### config.mk
export PLATFORM = sky130hd
export DESIGN_NAME = hiscore_ram_arbiter
export DESIGN_NICKNAME = d
export VERILOG_FILES = /design/src/rtl/hiscore_ram_arbiter.sv
export SDC_FILE = /design/constraint.sdc
export NUM_CORES = 1
export LEC_CHECK = 0
export ABC_AREA = 1
export BUFFER_PORTS_ARGS = -buffer_cell sky130_fd_sc_hd__buf_4
export CORE_ASPECT_RATIO = 1.75
export CORE_MARGIN = 2
export CORE_UTILIZATION = 46
export CTS_CLUSTER_SIZE = 8
export DETAILED_ROUTE_END_ITERATION = 10
export PLACE_DENSITY = 0.83
export SLEW_MARGIN = 20
export SYNTH_ARGS = -nofsm -noshare
export SYNTH_HDL_FRONTEND = slang
export SYNTH_SLANG_ARGS = --single-unit
### constraint.sdc
create_clock -name clk_sys -period 1.43 [get_ports clk_sys]
set_input_delay 0.286 -clock clk_sys [delete_from_list [all_inputs] [get_ports clk_sys]]
set_output_delay 0.286 -clock clk_sys [all_outputs]
set_load 0.02 [all_outputs]
### src/rtl/hiscore_ram_arbiter.sv
// Hiscore RAM arbiter: borrows the CPU work-RAM port for the hiscore engine
// by pausing the CPU, settling, then muxing single-beat accesses onto RAM.
module hiscore_ram_arbiter #(
  parameter int AW         = 16,
  parameter int DW         = 8,
  parameter int RAM_LAT    = 1,
  parameter int SETTLE_CYC = 4,
  parameter int TIMEOUT    = 4095
) (
  input  logic          clk_sys,
  input  logic          reset,
  input  logic          hs_req,
  input  logic          hs_strobe,
  input  logic          hs_we,
  input  logic [AW-1:0] hs_addr,
  input  logic [DW-1:0] hs_wdata,
  output logic          hs_grant,
  output logic          hs_ack,
  output logic          hs_rvalid,
  output logic [DW-1:0] hs_rdata,
  output logic          hs_abort,
  input  logic [AW-1:0] cpu_addr,
  input  logic [DW-1:0] cpu_wdata,
  input  logic          cpu_we,
  input  logic          cpu_paused,
  output logic          pause_req,
  output logic [AW-1:0] ram_addr,
  output logic [DW-1:0] ram_wdata,
  output logic          ram_we,
  input  logic [DW-1:0] ram_rdata
);

  localparam int TW = $clog2(TIMEOUT + 1);
  localparam int CW = $clog2(SETTLE_CYC + 1);

  typedef enum logic [2:0] {
    S_IDLE,
    S_PAUSING,
    S_SETTLE,
    S_GRANT,
    S_RELEASE,
    S_DROP
  } state_t;

  state_t        state_q, state_d;
  logic          sel_q, sel_d;
  logic          pause_q, pause_d;
  logic          grant_q, grant_d;
  logic          ack_q, ack_d;
  logic          rvalid_q, rvalid_d;
  logic          abort_q, abort_d;
  logic [DW-1:0] rdata_q, rdata_d;
  logic [TW-1:0] timer_q, timer_d;
  logic [CW-1:0] cnt_q, cnt_d;
  logic          armed_q, armed_d;
  logic          acc_q, acc_d;
  logic          acc_we_q, acc_we_d;
  logic [AW-1:0] acc_addr_q, acc_addr_d;
  logic [DW-1:0] acc_wdata_q, acc_wdata_d;
  logic [RAM_LAT-1:0] pipe_q, pipe_d;

  logic rd_issue;
  logic rd_busy;

  // A read occupies the port from its address beat until its data returns.
  assign rd_issue = acc_q & ~acc_we_q;
  assign rd_busy  = rd_issue | (|pipe_q);

  // RAM port mux: CPU passes straight through unless hiscore owns the port.
  assign ram_addr  = sel_q ? acc_addr_q  : cpu_addr;
  assign ram_wdata = sel_q ? acc_wdata_q : cpu_wdata;
  assign ram_we    = sel_q ? (acc_q & acc_we_q) : cpu_we;

  assign hs_grant  = grant_q;
  assign hs_ack    = ack_q;
  assign hs_rvalid = rvalid_q;
  assign hs_rdata  = rdata_q;
  assign hs_abort  = abort_q;
  assign pause_req = pause_q;

  // State register; reset discards any access or read in flight.
  always_ff @(posedge clk_sys) begin
    if (reset) begin
      state_q     <= S_IDLE;
      sel_q       <= 1'b0;
      pause_q     <= 1'b0;
      grant_q     <= 1'b0;
      ack_q       <= 1'b0;
      rvalid_q    <= 1'b0;
      abort_q     <= 1'b0;
      rdata_q     <= '0;
      timer_q     <= '0;
      cnt_q       <= '0;
      armed_q     <= 1'b1;
      acc_q       <= 1'b0;
      acc_we_q    <= 1'b0;
      acc_addr_q  <= '0;
      acc_wdata_q <= '0;
      pipe_q      <= '0;
    end else begin
      state_q     <= state_d;
      sel_q       <= sel_d;
      pause_q     <= pause_d;
      grant_q     <= grant_d;
      ack_q       <= ack_d;
      rvalid_q    <= rvalid_d;
      abort_q     <= abort_d;
      rdata_q     <= rdata_d;
      timer_q     <= timer_d;
      cnt_q       <= cnt_d;
      armed_q     <= armed_d;
      acc_q       <= acc_d;
      acc_we_q    <= acc_we_d;
      acc_addr_q  <= acc_addr_d;
      acc_wdata_q <= acc_wdata_d;
      pipe_q      <= pipe_d;
    end
  end

  // Next-state: session sequencing, access capture and read return.
  always_comb begin
    state_d     = state_q;
    sel_d       = sel_q;
    pause_d     = pause_q;
    grant_d     = grant_q;
    ack_d       = 1'b0;
    rvalid_d    = 1'b0;
    abort_d     = 1'b0;
    rdata_d     = rdata_q;
    timer_d     = timer_q;
    cnt_d       = cnt_q;
    armed_d     = armed_q | ~hs_req;
    acc_d       = 1'b0;
    acc_we_d    = acc_we_q;
    acc_addr_d  = acc_addr_q;
    acc_wdata_d = acc_wdata_q;
    pipe_d      = pipe_q << 1;
    pipe_d[0]   = rd_issue;

    if (pipe_q[RAM_LAT-1]) begin
      rvalid_d = 1'b1;
      rdata_d  = ram_rdata;
    end

    unique case (state_q)
      S_IDLE: begin
        if (hs_req && armed_q) begin
          state_d = S_PAUSING;
          pause_d = 1'b1;
          timer_d = '0;
          armed_d = 1'b0;
        end
      end
      S_PAUSING: begin
        if (!hs_req) begin
          pause_d = 1'b0;
          state_d = S_IDLE;
        end else if (cpu_paused) begin
          state_d = S_SETTLE;
          cnt_d   = '0;
        end else if (timer_q == TW'(TIMEOUT)) begin
          abort_d = 1'b1;
          pause_d = 1'b0;
          state_d = S_IDLE;
        end else begin
          timer_d = timer_q + 1'b1;
        end
      end
      S_SETTLE: begin
        if (!hs_req) begin
          pause_d = 1'b0;
          state_d = S_IDLE;
        end else if (!cpu_paused) begin
          cnt_d = '0;
        end else if (cnt_q == CW'(SETTLE_CYC - 1)) begin
          state_d = S_GRANT;
          sel_d   = 1'b1;
          grant_d = 1'b1;
        end else begin
          cnt_d = cnt_q + 1'b1;
        end
      end
      S_GRANT: begin
        if (!hs_req) begin
          state_d = S_RELEASE;
          grant_d = 1'b0;
        end else if (hs_strobe && !rd_busy) begin
          acc_d       = 1'b1;
          ack_d       = 1'b1;
          acc_we_d    = hs_we;
          acc_addr_d  = hs_addr;
          acc_wdata_d = hs_wdata;
        end
      end
      S_RELEASE: begin
        if (!rd_busy) begin
          sel_d   = 1'b0;
          state_d = S_DROP;
        end
      end
      S_DROP: begin
        pause_d = 1'b0;
        state_d = S_IDLE;
      end
      default: begin
        state_d = S_IDLE;
      end
    endcase
  end

endmodule

==> results of run 1 <==
final cells by class:
class                           instances  area [sq um]
Fill cell                             472          1830
Multi-Input combinational cell        345          1670
Timing Repair Buffer                  138          1210
Sequential cell                        59          1200
Clock buffer                           11           253
Inverter                               38           158
Tap cell                               82           103
Clock inverter                          3          15.0
state kept, by name, summed over array words and instances, names as in the netlist, 3 cells and up:
name and flops:
acc_addr_q 16, state_q 3, acc_wdata_q 8, hs_rdata 8, cnt_q 3, timer_q 12
cells by family (layout without fill, tap and decap cells):
kind of cell,Yosys count,after routing,share of synthesized area [%]
compound gates,62,62,11.0
xor+xnor,1,1,0.290
fa+ha+maj,3,3,1.24
buf+inv,59,190,9.94
flops,59,59,39.1
simple gates,279,279,38.4
where the power goes:
group          leakage (nW)  internal [W]  total, W  switching (W)
Sequential            0.482       0.00179   0.00191       0.000124
Combinational          1.58      0.000977   0.00221        0.00123
Clock                 0.137       0.00123   0.00193       0.000699
Total                  2.20       0.00400   0.00605        0.00206
tightest hold or removal path, cell delays in order:
cell and delay, ps:
buf_4 80, nor2_1 30, nor2_1 80
worst max path at each step:
stage                       start                       to  slack (ps)  cells past startpoint
4_1_cts        sel_q$_SDFFE_PP0P_             ram_wdata[6]         -40                      5
2_1_floorplan  sel_q$_SDFFE_PP0P_                   ram_we         -10                      3
6_report       sel_q$_SDFFE_PP0P_              ram_addr[1]         -40                      5
5_1_grt        sel_q$_SDFFE_PP0P_              ram_addr[8]         -80                      5
3_3_place_gp           cpu_paused  timer_q[6]$_SDFFE_PP0P_         -90                      9
3_5_place_dp           cpu_paused  timer_q[5]$_SDFFE_PP0P_        -150                      9
per-stage QoR:
stage / TNS (ps) / worst slack, ps / utilization, %
2_1_floorplan: -14.3 / -14.3 / -
3_3_place_gp: -410 / -90.4 / 61.6
3_5_place_dp: -1350 / -146 / 61.6
4_1_cts: -521 / -38.1 / 68.3
5_1_grt: -1630 / -84.4 / 71.6
6_report: -275 / -40.0 / 71.6
per-layer routing:
metal	global-route usage (%)	routed length, microns
met3	6.60	623
met4	12.4	263
met5	0	0
met2	44.9	4940
met1	23.1	3100
layout by cell type, fill, tap and decap left out, types with 4 or more instances in the layout:
cell,netlist,layout
a21oi_1,14,13
buf_12,0,5
nor2_1,93,90
buf_6,10,26
buf_4,0,105
nand3_1,34,31
nand2_2,2,7
nand4_1,5,5
clkbuf_16,0,10
inv_2,2,4
nand2_1,132,126
o21ai_1,5,5
dfxtp_1,59,49
inv_1,34,31
dfxtp_2,0,7
o21ai_0,38,38
timing repair:
action                                  CTS  global route
buffers inserted                          4             3
cloned                                    0             2
resized for setup                        41            39
hold buffers                              0             0
pin swaps                                 2            10
endpoints found under the setup margin   55            67
==> out/results.txt, run 1 <==
Syn. warnings -> 0
Final setup viols -> 17
reg2reg path depth -> 8
Hold Crit Start -> ram_rdata[3]
clk sinks -> 59
CTS Root Cell -> clkbuf_16
Vias -> 3,433
Power, Total -> 0.00605 W
final instance area -> 4610 sq um
vias in the first global route -> 3,280
1st-iter DRT viols -> 207
cell family with most CP delay -> flip-flops
reported max-cap violation count -> 0
CTS tree -> built
fraction of layout cells with a size suffix above 1 -> 33.3%
Max VDD drop -> 0.000900 V
P_leak -> 2.20 nW
first-pass GRT wire length -> 14.0 mm
setup slack after layout -> -40.0 ps
EDFF count, synth -> 0
Worst Hold Endpoint -> hs_rdata[3]$_SDFFE_PP0P_
PortBufs -> 100
CP cell instances -> inv_8, clkbuf_16, nand2_1, nand2_1, buf_6
H-tree levels -> 3
hold slack -> 182 ps
GRT Total Usage -> 24.2%
relative slew slack -> 76.9%
flop-to-flop setup slack -> 10 ps
flop and latch count out of synthesis -> 59
required time of the worst setup path -> 1140 ps
Final Hold Vio Count -> 0
DP Area -> 3970 sq um
Detailed Place HPWL -> 5.94 mm
Post-Synthesis Net Count -> 529
sequential area share after synthesis -> 39.1%
type of the most critical hold path -> input port to register
height of the die -> 111 microns
final wirelength -> 8.93 mm
fraction of registers with async set/reset -> 0%
synth unique cells -> 32
DR WL/cell -> 13.2 microns
Worst Skew -> 5.79 ps
Buf+Inv Stages, Crit Path -> 3
placer's final routability congestion estimate -> 0.972
Worst-path clk slew -> 50 ps
maximum root-to-sink buffer count -> 2
dominant cells by area after synthesis -> dfxtp_1 39%, nand2_1 16%, nor2_1 12%, o21ai_0 6.3%, nand3_1 5.6%
RSZ-0062 raised after global routing -> true
CP max stage cell -> dfxtp_4
Setup CP Type -> register to output port
Row Count -> 39
area delta synth->final -> 52.8%
fin crit share -> 103%
Synth Flop Type -> dfxtp_1
Top-Level Pins -> 101
Post-Syn Area -> 3020 sq um
vias per std cell -> 5.08
Power Dens Cells -> 1310 nW/um^2
Worst-Skew Late Latency -> 330 ps
violated checks -> setup timing
cell mode on critical path -> nand2_1
Gate Count Post-Synth -> 463
Hold Path Depth -> 3
Die Area -> 7260 sq um
core area -> 6440 sq um
Slew Limit Fails -> 0
post-synth top area cell -> dfxtp_1
drt first pass iters -> 5
RR Endpoint -> timer_q[10]$_SDFFE_PP0P_
chip width -> 65.3 microns
cell with the most instances after synthesis -> nand2_1
Nets -> 657
FMAX -> 680 MHz
CP endpoint kind -> output port
final cell count without fillers -> 676
Inserted Clock Buffers -> 9
largest net degree at the start of global routing -> 52
top cells by count, synth -> 132 x nand2_1, 93 x nor2_1, 59 x dfxtp_1
crit-path max cell delay -> 360 ps
initial cell density of the core -> 46.9%
placed instance count -> 653
post-route ant nets -> 0
fin crit period -> 1470 ps
CP max FO -> 12
diode count -> 0
Avg Inst Size Synth -> 6.52 sq um
arrival time at the worst endpoint -> 1180 ps
worst-margin pin slew -> 343 ps
Post-route DRC -> 0
top cell type's share of synthesized area -> 39.1%
Setup crit start kind -> register
initial antenna violation count -> 0
Crit Reg-Reg Startpoint -> timer_q[4]$_SDFFE_PP0P_
status -> finished, violations left
gr ovfl total -> 0
(Power assumes the default switching activity.)
==> run 2, diff against run 1 <==
--- a/config.mk
+++ b/config.mk
@@ -12,7 +12,7 @@
 export CORE_UTILIZATION = 46
 export CTS_CLUSTER_SIZE = 8
 export DETAILED_ROUTE_END_ITERATION = 10
-export PLACE_DENSITY = 0.83
+export PLACE_DENSITY = 0.77
 export SLEW_MARGIN = 20
 export SYNTH_ARGS = -nofsm -noshare
 export SYNTH_HDL_FRONTEND = slang
==> run 2 against run 1 <==
Worst hold slack better by 5.1 ps. The run still ends with setup timing left. Critical path depth unchanged. Setup slack worse by 46 ps. Non-clock buffer count up 3. Combinational power about the same. First-iteration DRC count down 32%. Largest power group unchanged. Global-route usage down 1.0 points.
==> out/results.txt, run 2 (synthesis results as in run 1) <==
vias per std cell -> 4.96 (-2.3%)
CTS tree -> built
worst-margin pin slew -> 246 ps (-97.0 ps)
fin crit share -> 106% (+3.2 points)
final wirelength -> 8.76 mm (-1.9%)
relative slew slack -> 83.5% (+6.6 points)
first-pass GRT wire length -> 13.3 mm (-4.9%)
initial antenna violation count -> 0 (unchanged)
1st-iter DRT viols -> 141 (-32%)
vias in the first global route -> 3,107 (-5.3%)
max FFs per register -> 16 (unchanged)
Top reg by flops -> acc_addr_q
routed length on met2 -> 4.86 mm (-1.6%)
Die Area -> 7260 sq um (unchanged)
DP Area -> 4040 sq um (+1.8%)
arrival time at the worst endpoint -> 1230 ps (+50 ps)
largest net degree at the start of global routing -> 25 (-52%)
Worst Skew -> 3.51 ps (-2.28 ps)
DR WL/cell -> 12.9 microns (-2.4%)
Slew Limit Fails -> 0 (unchanged)
type of the most critical hold path -> input port to register
setup tns final -> -658 ps (-383 ps)
Detailed Place HPWL -> 6.07 mm (+2.2%)
Max VDD drop -> 0.00100 V (+11%)
Final setup viols -> 24 (+7)
Power Dens Cells -> 1290 nW/um^2 (-1.4%)
Post-route DRC -> 0 (unchanged)
Worst-path clk slew -> 50 ps (about the same)
Hold Path Depth -> 3 (unchanged)
placer's final routability congestion estimate -> 0.896 (-7.9%)
total setup buffers inserted after CTS -> 0 (-4)
clk sinks -> 59 (unchanged)
core area -> 6440 sq um (unchanged)
PortBufs -> 100 (unchanged)
status -> finished, violations left
initial cell density of the core -> 46.9% (unchanged)
M1 WL -> 3.36 mm (+8.3%)
Vias -> 3,373 (-1.7%)
routed wl met3 -> 388 microns (-38%)
most common cell after layout, fill and taps aside -> nand2_1
GRT Total Usage -> 23.1% (-1.0 points)
reg2reg path depth -> 8 (unchanged)
drt first pass iters -> 7 (+2)
setup slack after layout -> -86.4 ps (-46.5 ps)
hold_buf cts -> 0 (unchanged)
fin crit period -> 1520 ps (+46.5 ps)
P_leak -> 2.19 nW (-0.11%)
H-tree levels -> 3 (unchanged)
CTS Root Cell -> clkbuf_16
Final Hold Vio Count -> 0 (unchanged)
FMAX -> 659 MHz (-3.1%)
maximum root-to-sink buffer count -> 2 (unchanged)
Power, Total -> 0.00603 W (-0.35%)
diode count -> 0 (unchanged)
post-route ant nets -> 0 (unchanged)
final instance area -> 4670 sq um (+1.1%)
top routing layer in use -> met4
gr ovfl total -> 0 (unchanged)
Worst-Skew Late Latency -> 330 ps (about the same)
violated checks -> setup timing
Top-Level Pins -> 101 (unchanged)
Inserted Clock Buffers -> 9 (unchanged)
Setup CP Type -> register to output port
CP max FO -> 12 (unchanged)
Row Count -> 39 (unchanged)
Nets -> 660 (+0.46%)
height of the die -> 111 microns (unchanged)
Setup crit start kind -> register
reported max-cap violation count -> 0 (unchanged)
CP endpoint kind -> output port
fraction of layout cells with a size suffix above 1 -> 35.1% (+1.8 points)
biggest regs -> acc_addr_q (16), timer_q (12)
required time of the worst setup path -> 1140 ps (about the same)
RSZ-0062 raised after global routing -> true
area delta synth->final -> 54.5%
chip width -> 65.3 microns (unchanged)
commonest cells after routing, fill and taps aside -> 123 x nand2_1, 108 x buf_4, 89 x nor2_1
-- run 2: final cells by class --
cell class	instances	area (sq um)
clock buffer	12	246
clock inverter	3	15.0
fill	490	1780
inverter	38	155
multi-input combinational	345	1710
sequential	59	1200
tap	82	103
timing repair buffer	141	1240
-- run 2: what timing repair did --
| item | in CTS | in global routing |
|---|---|---|
| setup endpoints to repair | 34 | 64 |
| cloned | 0 | 2 |
| resized for setup | 40 | 64 |
| endpoints found under the hold margin | 0 | 0 |
| pin swaps | 0 | 9 |
-- run 2: layer usage --
metal  up-vias  GRT usage, %
met5         -             0
met4         0          9.31
met3        12          5.18
met2        82          42.2
met1      1548          24.8
li1       1731             -
-- run 2: final timing paths --
check	startpoint	end	slack, ps
worst min register to register	acc_we_q$_SDFFE_PP0P_	pipe_q$_SDFF_PP0_	410
worst min-delay path	ram_rdata[5]	hs_rdata[5]$_SDFFE_PP0P_	190
worst max register to register	state_q[1]$_SDFFE_PP0P_	acc_addr_q[1]$_SDFFE_PP0P_	90
worst max-delay path	sel_q$_SDFFE_PP0P_	ram_addr[7]	-90
-- run 2: metrics by stage --
step	setup slack [ps]	std cells	util (%)	hold WS, ps
after global routing	-105	680	72.4	194
after detailed placement	-29.3	664	62.7	441
after floorplan	-14.3	463	-	364
final	-86.4	680	72.4	187
after global placement	27.6	664	62.7	434
after CTS	-56.0	679	69.1	176
-- run 2: power by group --
part | internal, W | switching [W]
sequential | 0.00179 | 0.000119
combinational | 0.000983 | 0.00125
clock | 0.00120 | 0.000692
-- run 2: worst max-delay path, stage by stage (launching register included) --
cell and delay [ps]:
dfxtp_4 390, inv_8 60, clkbuf_16 160, nand2_1 80
nand2_1 80, buf_6 140
